File: src/rtl/pipe_skid_reg.sv
// Two-entry skid-buffer pipeline register with registered in_ready and valid/ready on both sides.
// Optional macro PIPE_SKID_OCCUPANCY_EN adds occupancy and sticky overflow_err outputs.
module pipe_skid_reg #(
   parameter int WIDTH = 9
) (
   input  logic             clk,
   input  logic             reset,
   input  logic             softReset,
   input  logic             in_valid,
   output logic             in_ready,
   input  logic [WIDTH-1:0] in_data,
   output logic             out_valid,
   input  logic             out_ready,
   output logic [WIDTH-1:0] out_data
`ifdef PIPE_SKID_OCCUPANCY_EN
   ,
   output logic [1:0]       occupancy,
   output logic             overflow_err
`endif
);

   // State encoding is {skid_v, main_v}; 2'b10 is unreachable.
   typedef enum logic [1:0] {
      ST_EMPTY = 2'b00,
      ST_HALF  = 2'b01,
      ST_FULL  = 2'b11
   } state_t;

   state_t           r_state;
   state_t           w_state_nxt;
   logic             r_in_ready;
   logic [WIDTH-1:0] r_main_data;
   logic [WIDTH-1:0] r_skid_data;

   logic w_accept;
   logic w_deliver;
   logic w_load_main_in;
   logic w_load_main_skid;
   logic w_load_skid;
   logic w_nxt_main_v;
   logic w_nxt_skid_v;

   assign w_accept   = in_valid & r_in_ready;
   assign w_deliver  = (r_state != ST_EMPTY) & out_ready;

   assign in_ready   = r_in_ready;
   assign out_valid  = (r_state != ST_EMPTY);
   assign out_data   = r_main_data;

   assign w_nxt_main_v = (w_state_nxt != ST_EMPTY);
   assign w_nxt_skid_v = (w_state_nxt == ST_FULL);

   always_comb begin
      // NOTE: every output of this block gets a default first so no latch can be inferred.
      w_state_nxt      = r_state;
      w_load_main_in   = 1'b0;
      w_load_main_skid = 1'b0;
      w_load_skid      = 1'b0;
      unique case (r_state)
         ST_EMPTY: begin
            if (w_accept) begin
               w_state_nxt    = ST_HALF;
               w_load_main_in = 1'b1;
            end
         end
         ST_HALF: begin
            if (w_accept && w_deliver) begin
               w_load_main_in = 1'b1;
            end else if (w_accept) begin
               w_state_nxt = ST_FULL;
               w_load_skid = 1'b1;
            end else if (w_deliver) begin
               w_state_nxt = ST_EMPTY;
            end
         end
         ST_FULL: begin
            if (w_deliver) begin
               w_state_nxt      = ST_HALF;
               w_load_main_skid = 1'b1;
            end
         end
         default: w_state_nxt = ST_EMPTY;
      endcase
      // Flush squashes any same-cycle transfer; data registers keep their contents.
      if (softReset) begin
         w_state_nxt      = ST_EMPTY;
         w_load_main_in   = 1'b0;
         w_load_main_skid = 1'b0;
         w_load_skid      = 1'b0;
      end
   end

   always_ff @(posedge clk) begin
      if (reset) begin
         r_state     <= ST_EMPTY;
         r_in_ready  <= 1'b1;
         // NOTE: payload registers are cleared too, so out_data reads zero right after reset.
         r_main_data <= '0;
         r_skid_data <= '0;
      end else begin
         r_state    <= w_state_nxt;
         r_in_ready <= ~w_nxt_skid_v;
         if (w_load_main_in) begin
            r_main_data <= in_data;
         end else if (w_load_main_skid) begin
            r_main_data <= r_skid_data;
         end
         if (w_load_skid) begin
            r_skid_data <= in_data;
         end
      end
   end

`ifdef PIPE_SKID_OCCUPANCY_EN
   logic [1:0]       r_occupancy;
   logic             r_overflow_err;
   logic [WIDTH-1:0] r_prev_in_data;

   assign occupancy    = r_occupancy;
   assign overflow_err = r_overflow_err;

   // Upstream must hold in_data while stalled; a change during a stall is latched as an error.
   always_ff @(posedge clk) begin
      if (reset) begin
         r_occupancy    <= 2'd0;
         r_overflow_err <= 1'b0;
         r_prev_in_data <= '0;
      end else begin
         r_occupancy    <= {1'b0, w_nxt_main_v} + {1'b0, w_nxt_skid_v};
         r_prev_in_data <= in_data;
         if (in_valid && !r_in_ready && (in_data != r_prev_in_data)) begin
            r_overflow_err <= 1'b1;
         end
      end
   end
`endif

endmodule

File: config.mk
export PLATFORM = sky130hd
export DESIGN_NAME = pipe_skid_reg
export DESIGN_NICKNAME = d
export VERILOG_FILES = /design/src/rtl/pipe_skid_reg.sv
export SDC_FILE = /design/constraint.sdc
export NUM_CORES = 1
export LEC_CHECK = 0
export BUFFER_PORTS_ARGS = -buffer_cell sky130_fd_sc_hd__buf_2
export CAP_MARGIN = 20
export CORE_MARGIN = 8
export CORE_UTILIZATION = 50
export CTS_CLUSTER_SIZE = 28
export DETAILED_ROUTE_END_ITERATION = 6
export PLACE_DENSITY = 0.76
export SETUP_SLACK_MARGIN = 0.2
export SYNTH_ARGS = -nofsm -noshare
export SYNTH_HDL_FRONTEND = slang
export SYNTH_SLANG_ARGS = --single-unit
File: constraint.sdc
create_clock -name clk -period 1.45 [get_ports clk]
set_input_delay 0.2175 -clock clk [delete_from_list [all_inputs] [get_ports clk]]
set_output_delay 0.2175 -clock clk [all_outputs]
set_load 0.01 [all_outputs]
==> impl_metrics.yaml, run 1 <==
route:
  drt-initial-drc-count: 15
  drt_pre_antenna_iters: 4
  via_per_inst: 5.45
  wl_per_cell_microns: 14.8
  drc: 0
  vias: 878
  drtAntennaViolNets: 0
  routed_wl_microns: 2380
layout:
  area_growth_pct: 18.7
  nFillCells: 166
  layout_common_cells: "buf_2, nand2_1, dfxtp_1"
  drive_above_1_share_pct: 36.6
  layout_commonest_cell: "buf_2"
  post-route-util_pct: 61.3
  fin_cells: 161
  antennaDiodeCount: 0
  finalNetCount: 149
place:
  dp_hpwl_microns: 1630
  placed_cells: 157
  gp_congestion: 0.756
  io_buffers: 24
timing:
  period_share_pct: 86.9
  final_hold_viol_count: 0
  slew_violations: 0
  slew_headroom_pct: 82.6
  finalSetupViolations: 0
  max_freq_mhz: 793
  post-route-min-period_ps: 1260
  worst_slew_pin_slew_ps: 261
  fin_hold_ws_ps: 108
  grt_setup_unrepaired: "yes"
  fin_setup_tns_ps: 0
  fin_skew_ps: 10.8
clock_tree:
  clock_latency_ps: 310
  htreeDepth: 1
  cts.sinks: 21
  cts_tree: "yes"
  cts_hold_buf: 0
  cts_made_buffers: 3
  cts_buffer_depth: 2
  clk_pin_slew_ps: 120
  cts-root-buf: "clkbuf_4"
synth:
  synthAdderAreaFrac_pct: 0
  muxShareOfSynthArea_pct: 0
  ys_seq_elements: 21
  synth-xor-area-share_pct: 0
  yosysWarnings: 0
  yosys.area_share.simple_pct: 25.7
  synthTopCellsByArea: "dfxtp_1, a311oi_2, nand2_1, a21oi_1, nor3_1"
  synth.net_count: 122
  synth_top_family_by_area: "simple AND/OR/NAND/NOR gates"
  seq_area_frac_synth_pct: 42.8
  syn_area_per_cell_sq_um: 9.09
  synth_top_area_share_pct: 42.8
  synth_area_sq_um: 982
  yosysUniqueCellTypes: 22
  syn_inst: 108
  synth.largest_area_cell: "dfxtp_1"
  synth_compound_area_share_pct: 24.3
die:
  ios: 25
  start_util_pct: 51.6
  die_w_microns: 60.3
  die_h_microns: 60.3
  coreArea_sq_um: 1900
  dieArea_sq_um: 3640
  std_cell_rows: 16
worst_setup_path:
  critPathArrivalTime_ps: 1040
  crit_cells: 2
  crit_fanout: 6
  required_ps: 1230
  critical_path.max_stage_delay_ps: 370
  r2r_setup_slack_ps: 230
  critPathTopFamily: "flip-flops"
  cp-end-kind: "primary output"
  rr_endpoint: "out_data[8]"
  crit_slowest_cell: "dfxtp_2"
  r2r_cells: 3
  crit_buf_inv: 1
  startpoint: "r_state[0]"
  r2r_start: "r_state[1]"
  cp-endpoint: "out_valid"
  cp-start-kind: "flip-flop"
  path_class: "reg2out"
  path_cells: "or2_4 -> buf_6"
pwr:
  p_int_mw: 0.771
  comb_power_share_pct: 14.8
  total_leakage_power_nw: 0.447
  vdd_drop_max_uv: 582
  power.net_switching_mw: 0.278
  seq_power_share_pct: 58.1
  switching_share_pct: 26.5
  power.density_nw_per_um2: 900
  p_clk_share_pct: 27.1
global_routing:
  antenna_found_initial: 0
  grtUsageMet2_pct: 20.7
  grt_pass1_wl_microns: 3770
  grt_start_max_net_pins: 20
  busiest_layer: "met2"
  track_usage_pct: 13.9
  grt_pass1_vias: 810
  grt_overflow_total: 0
  use_met3_pct: 3.23
  grt_use_met1_pct: 17.7
hold_path:
  worst_hold_path_type: "in2reg"
run_status:
  outcome: "complete, no violations"
job:
  maxCapViolations: 0
## layout make-up
| type | instances | area (sq um) | share of cell area (%) |
|---|---|---|---|
| Multi-Input combinational cell | 77 | 495 | 42.5 |
| Clock inverter | 1 | 5.00 | 0.429 |
| Timing Repair Buffer | 31 | 183 | 15.7 |
| Clock buffer | 3 | 22.5 | 1.93 |
| Sequential cell | 21 | 423 | 36.3 |
| Inverter | 1 | 3.75 | 0.322 |
| Tap cell | 27 | 33.8 | 2.90 |
## worst min path at each step
stage                     startpoint    endpoint  depth (start not counted)
after global routing       softReset  r_state[0]                          2
after CTS                  softReset  r_state[0]                          2
after detailed placement       reset    in_ready                          2
after floorplan            softReset  r_state[0]                          1
final                      softReset  r_state[0]                          2
after global placement     softReset  r_state[0]                          2
## cell usage after synthesis
library cell	number
inv_1	1
a2bb2oi_1	1
and4bb_1	1
buf_2	2
and4b_1	1
o21ai_0	9
buf_6	2
nor3_1	10
nand4bb_1	1
nand2_1	19
nand2b_1	2
a311oi_2	9
or4_1	1
clkbuf_1	1
dfxtp_1	21
or2_2	1
a21oi_1	10
nand3_1	9
nand4b_1	1
nor2b_1	1
nand2_4	1
buf_4	4
## power groups by stage
stage               Clock [mW]  Sequential (mW)  Combinational, mW
detailed placement           0            0.622              0.153
global route             0.323            0.613              0.169
CTS                      0.295            0.610              0.156
global placement             0            0.621              0.149
floorplan                    0            0.629             0.0861
finish                   0.284            0.610              0.155
## kinds of logic after synthesis
group | Yosys count
simple gates | 48
buf+inv | 10
compound gates | 29
flops | 21
## routing by layer
metal	vias to the layer above	part of all wire, %
met1	400	45
met4	0	2.1
li1	446	-
met2	28	45
met5	-	0
met3	4	7.2
## state kept, by name (all words and copies together), names as in the netlist
register	count
r_state	2
r_skid_data	9
out_data	9
in_ready	1
## metrics by stage
stage / area, sq um / setup WS (ps) / power [mW]
after global routing: 1170 / 142 / 1.10
after floorplan: 982 / 303 / 0.716
after CTS: 1160 / 182 / 1.06
after global placement: 1120 / 186 / 0.770
final: 1170 / 190 / 1.05
after detailed placement: 1120 / 113 / 0.775
## repair_timing
action	CTS	global route
gates resized for setup	5	1
buffers inserted	0	0
setup endpoints to repair	10	10
Power figures use the tool's default switching activity.
==> inputs of run 2 (changes only) <==
ABC_AREA = 1   (was default)
==> impl_metrics.yaml, run 2 <==
die:
  die_h_microns: 60.9
  std_cell_rows: 16
  die_w_microns: 60.9
  start_util_pct: 52.3
  dieArea_sq_um: 3700
  ios: 25
  coreArea_sq_um: 1920
layout:
  drive_above_1_share_pct: 30.2
  seq_area_sq_um: 423
  antennaDiodeCount: 0
  nFillCells: 177
  layout_commonest_cell: "nand2_1"
  multiInputGateArea_sq_um: 497
  finalNetCount: 184
  layout_common_cells: "nand2_1, buf_2, nor2_1, nand3_1, dfxtp_1"
  area_growth_pct: 25.2
route:
  via_per_inst: 5.01
  vias: 982
  drt_pre_antenna_iters: 4
  wl_per_cell_microns: 12.1
  drtAntennaViolNets: 0
  drc: 0
  drt-initial-drc-count: 32
  routed_wl_microns: 2380
synth:
  async_flop_share_pct: 0
  synthTopCellsByArea: "dfxtp_1, nand2_1, nand3_1, nor2_1, inv_1"
  ys_seq_elements: 21
  syn_inst: 138
  synth_top_area_share_pct: 41.8
  yosys.area_share.simple_pct: 36.3
  synth_area_sq_um: 1010
  synthTopCellsByCount: "nand2_1, dfxtp_1, nand3_1, nor2_1, inv_1"
  yosysWarnings: 0
  seq_area_frac_synth_pct: 41.8
  synthAdderAreaFrac_pct: 0
  synth-edff-count: 0
  synth_compound_area_share_pct: 10.6
  synth_top_family_by_area: "simple AND/OR/NAND/NOR gates"
  synth-xor-area-share_pct: 0
  yosysUniqueCellTypes: 18
  synth_most_common_cell: "nand2_1"
  syn_area_per_cell_sq_um: 7.29
  synth.net_count: 152
  synth.largest_area_cell: "dfxtp_1"
  ys.flop_type: "dfxtp_1"
  muxShareOfSynthArea_pct: 0
timing:
  period_share_pct: 86.3
  fin_hold_ws_ps: 160
  slew_violations: 0
  final_hold_viol_count: 0
  worst_slew_pin_slew_ps: 255
  finalSetupViolations: 0
  fin_skew_ps: 3.70
  fin_setup_tns_ps: 0
  grt_setup_unrepaired: "yes"
  max_freq_mhz: 800
  post-route-min-period_ps: 1250
  slew_headroom_pct: 83.0
pwr:
  vdd_drop_max_uv: 715
  total_leakage_power_nw: 0.608
  power.density_nw_per_um2: 865
clock_tree:
  cts_buffer_depth: 2
  cts.sinks: 21
  clock_latency_ps: 300
  cts-root-buf: "clkbuf_4"
  clk_pin_slew_ps: 120
  cts_made_buffers: 3
  cts_hold_buf: 0
  cts_tree: "yes"
  htreeDepth: 1
global_routing:
  grt_pass1_vias: 891
  grt_start_max_net_pins: 19
  grt_pass1_wl_microns: 3730
  antenna_found_initial: 0
  track_usage_pct: 13.0
  grt_overflow_total: 0
job:
  maxCapViolations: 0
worst_setup_path:
  critPathArrivalTime_ps: 1450
  crit_fanout: 5
  cp-end-kind: "flip-flop"
  required_ps: 1650
  path_class: "reg2reg"
  cp-start-kind: "flip-flop"
place:
  dp_hpwl_microns: 1680
  io_buffers: 24
  gp_congestion: 0.827
run_status:
  outcome: "complete, no violations"
hold_path:
  worst_hold_path_type: "in2reg"
[run 2: changes by cell type after synthesis, sizes merged, moves of 2 or more]
cell / change
buf: -5
nor2: +21
nand2b: -2
inv: +15
nand3: +11
nor3: -10
a311oi: -9
nand2: +14
[run 2: path summary, 6_finish.rpt]
path | startpoint | end | slack [ps] | depth (start not counted)
max | r_state[1] | out_data[2] | 200 | 8
min | in_data[3] | r_skid_data[3] | 160 | 3
max reg2reg | r_state[1] | out_data[2] | 200 | 8
min reg2reg | out_data[7] | out_data[7] | 490 | 2
[run 2: what timing repair did]
action | in CTS | in global routing
pin swaps | 1 | 7
gates cloned | 0 | 1
endpoints found under the setup margin | 18 | 18
setup buffers | 1 | 4
hold endpoints to repair | 0 | 0
gates resized for setup | 0 | 10
[run 2: routing by layer]
layer | part of all wire, % | global-route usage [%]
met5 | 0 | 0
met4 | 1.1 | 4.98
met3 | 5.5 | 2.54
met2 | 47 | 21.1
met1 | 46 | 16.4
[run 2: stage by stage]
step / area [sq um] / std cells / power, mW / utilization, % / worst slack, ps
finish: 1260 / 196 / 1.09 / 65.6 / 199
global route: 1260 / 196 / 1.16 / 65.6 / 128
CTS: 1180 / 191 / 1.07 / 61.3 / 210
detailed placement: 1130 / 186 / 0.787 / 58.8 / 128
global placement: 1130 / 186 / 0.782 / 58.8 / 181
floorplan: 1010 / 138 / 0.735 / - / 223
[run 2: area by class of cell]
cell class | count | area share (%)
Clock inverter | 1 | 0.397
Sequential cell | 21 | 33.6
Tap cell | 27 | 2.68
Multi-Input combinational cell | 96 | 39.4
Clock buffer | 3 | 1.79
Inverter | 17 | 6.06
Timing Repair Buffer | 31 | 16.1
[run 2: power breakdown]
part | internal (mW) | switching (mW) | total (mW)
registers | 0.602 | 0.0132 | 0.615
clock network | 0.103 | 0.177 | 0.280
logic | 0.0864 | 0.109 | 0.195
total | 0.791 | 0.298 | 1.09
[run 2: kinds of logic after synthesis]
kind of cell	count (synthesis)
buffers and inverters	21
AOI/OAI and AO/OA	20
and+or+nand+nor	76
DFF	21
[run 2: worst max-delay path, stage by stage, from the launching register on]
cell and delay, ps:
dfxtp_2 360, inv_2 90, nand3_4 80, nor2_4 140, buf_12 150, buf_4 110, nand3_1 80, nand2_1 90
a21oi_2 50
==> inputs of run 3 (changes only) <==
CORE_UTILIZATION = 45   (was 50)
PLACE_DENSITY = 0.69   (was 0.76)
==> impl_metrics.yaml, run 3 (synthesized netlist as in run 2, its figures left out) <==
clock_tree:
  clock_latency_ps: 290
  cts_tree: "yes"
  htreeDepth: 1
  clk_pin_slew_ps: 120
  cts.sinks: 21
  cts_made_buffers: 3
  cts-root-buf: "clkbuf_4"
  cts_buffer_depth: 2
worst_setup_path:
  critPathArrivalTime_ps: 1420
  cp-start-kind: "flip-flop"
  crit_fanout: 5
  cp-endpoint: "out_data[3]"
  r2r_setup_slack_ps: 210
  path_cells: "inv_4 -> nand3_4 -> nor2_4 -> buf_6 -> clkbuf_16 -> nand3_1 -> nand2_1 -> a21oi_1"
  crit_cells: 8
  r2r_cells: 8
  cp-end-kind: "flip-flop"
  critical_path.max_stage_delay_ps: 380
  critPathTopFamily: "flip-flops"
  required_ps: 1630
  startpoint: "r_state[1]"
  r2r_start: "r_state[1]"
  crit_slowest_cell: "dfxtp_4"
  path_class: "reg2reg"
  rr_endpoint: "out_data[3]"
  crit_buf_inv: 3
place:
  placed_cells: 188
  io_buffers: 24
  dp_hpwl_microns: 1630
  gp_congestion: 0.804
  pre_cts_ws_ps: 250
  dpl-instance-area_sq_um: 1150
job:
  maxCapViolations: 0
timing:
  post-route-min-period_ps: 1240
  worst_slew_pin_slew_ps: 371
  final_hold_viol_count: 0
  period_share_pct: 85.4
  worst_slack_ps: 212
  slew_headroom_pct: 75.3
  slew_violations: 0
  finalSetupViolations: 0
  fin_skew_ps: 7.81
  fin_setup_tns_ps: 0
  grt_setup_unrepaired: "yes"
  max_freq_mhz: 808
layout:
  finalNetCount: 184
  drive_above_1_share_pct: 32.5
  layout_commonest_cell: "nand2_1"
  final_area_sq_um: 1300
  antennaDiodeCount: 0
  area_growth_pct: 29.0
  fin_cells: 197
  layout_common_cells: "nand2_1, buf_2, nor2_1, nand3_1, dfxtp_1"
pwr:
  total_leakage_power_nw: 0.615
  power.density_nw_per_um2: 837
  vdd_drop_max_uv: 530
  power_mw: 1.09
route:
  wl_per_cell_microns: 12.1
  drt-initial-drc-count: 17
  drtAntennaViolNets: 0
  routed_wl_microns: 2390
  via_per_inst: 4.91
  drt_pre_antenna_iters: 4
  vias: 968
  drc: 0
die:
  start_util_pct: 46.4
  dieArea_sq_um: 4000
  ios: 25
  die_h_microns: 63.3
  std_cell_rows: 17
  coreArea_sq_um: 2170
  die_w_microns: 63.3
global_routing:
  grt_pass1_vias: 893
  track_usage_pct: 11.4
  grt_pass1_wl_microns: 3840
  grt_start_max_net_pins: 19
  antenna_found_initial: 0
  grt_overflow_total: 0
run_status:
  outcome: "complete, no violations"
hold_path:
  worst_hold_path_type: "in2reg"
[run 3: cell count changes in the layout (fill, tap and decap cells not counted), sizes merged]
| cell | previous run | this run |
|---|---|---|
| buf | 30 | 29 |
| nand2 | 34 | 35 |
[run 3: area by class of cell]
cell class / instances / area [sq um]
fill: 216 / 872
multi-input combinational: 97 / 528
sequential: 21 / 425
timing repair buffer: 30 / 203
inverter: 17 / 78.8
tap: 28 / 35.0
clock buffer: 3 / 22.5
clock inverter: 1 / 5.00
[run 3: repair_timing]
action,CTS,global route
resized for setup,0,21
hold buffers,0,0
setup endpoints to repair,0,18
buffers inserted,0,3
[run 3: per-stage QoR]
stage	hold WS [ps]	util, %
final	166	59.8
after global routing	169	59.8
after CTS	163	54.3
after detailed placement	471	53.1
after global placement	464	53.1
after floorplan	296	-
[run 3: tightest hold or removal path, cell delays in order]
cell and delay [ps]:
buf_2 90, o21ai_1 60, nor2_1 70
[run 3: per-layer routing]
metal / vias to the layer above / wire, microns / share of wire (%) / track usage [%]
met4: 0 / 20 / 0.84 / 4.18
met2: 22 / 1150 / 48 / 18.6
li1: 510 / - / - / -
met5: - / 0 / 0 / 0
met3: 2 / 155 / 6.5 / 3.53
met1: 434 / 1070 / 45 / 13.7
[run 3: power breakdown]
group | switching [mW] | internal (mW)
Clock | 0.169 | 0.102
Combinational | 0.114 | 0.0873
Sequential | 0.0130 | 0.600
Total | 0.296 | 0.790
[run 3: how the worst min path moves through the flow]
stage / start / cells past startpoint / to / slack, ps
after floorplan: softReset / 1 / r_state[0] / 300
after global placement: r_skid_data[4] / 2 / r_skid_data[4] / 460
after detailed placement: out_data[8] / 2 / out_data[8] / 470
after CTS: in_data[4] / 3 / r_skid_data[4] / 160
after global routing: in_data[8] / 3 / r_skid_data[8] / 170
final: in_data[8] / 3 / r_skid_data[8] / 170
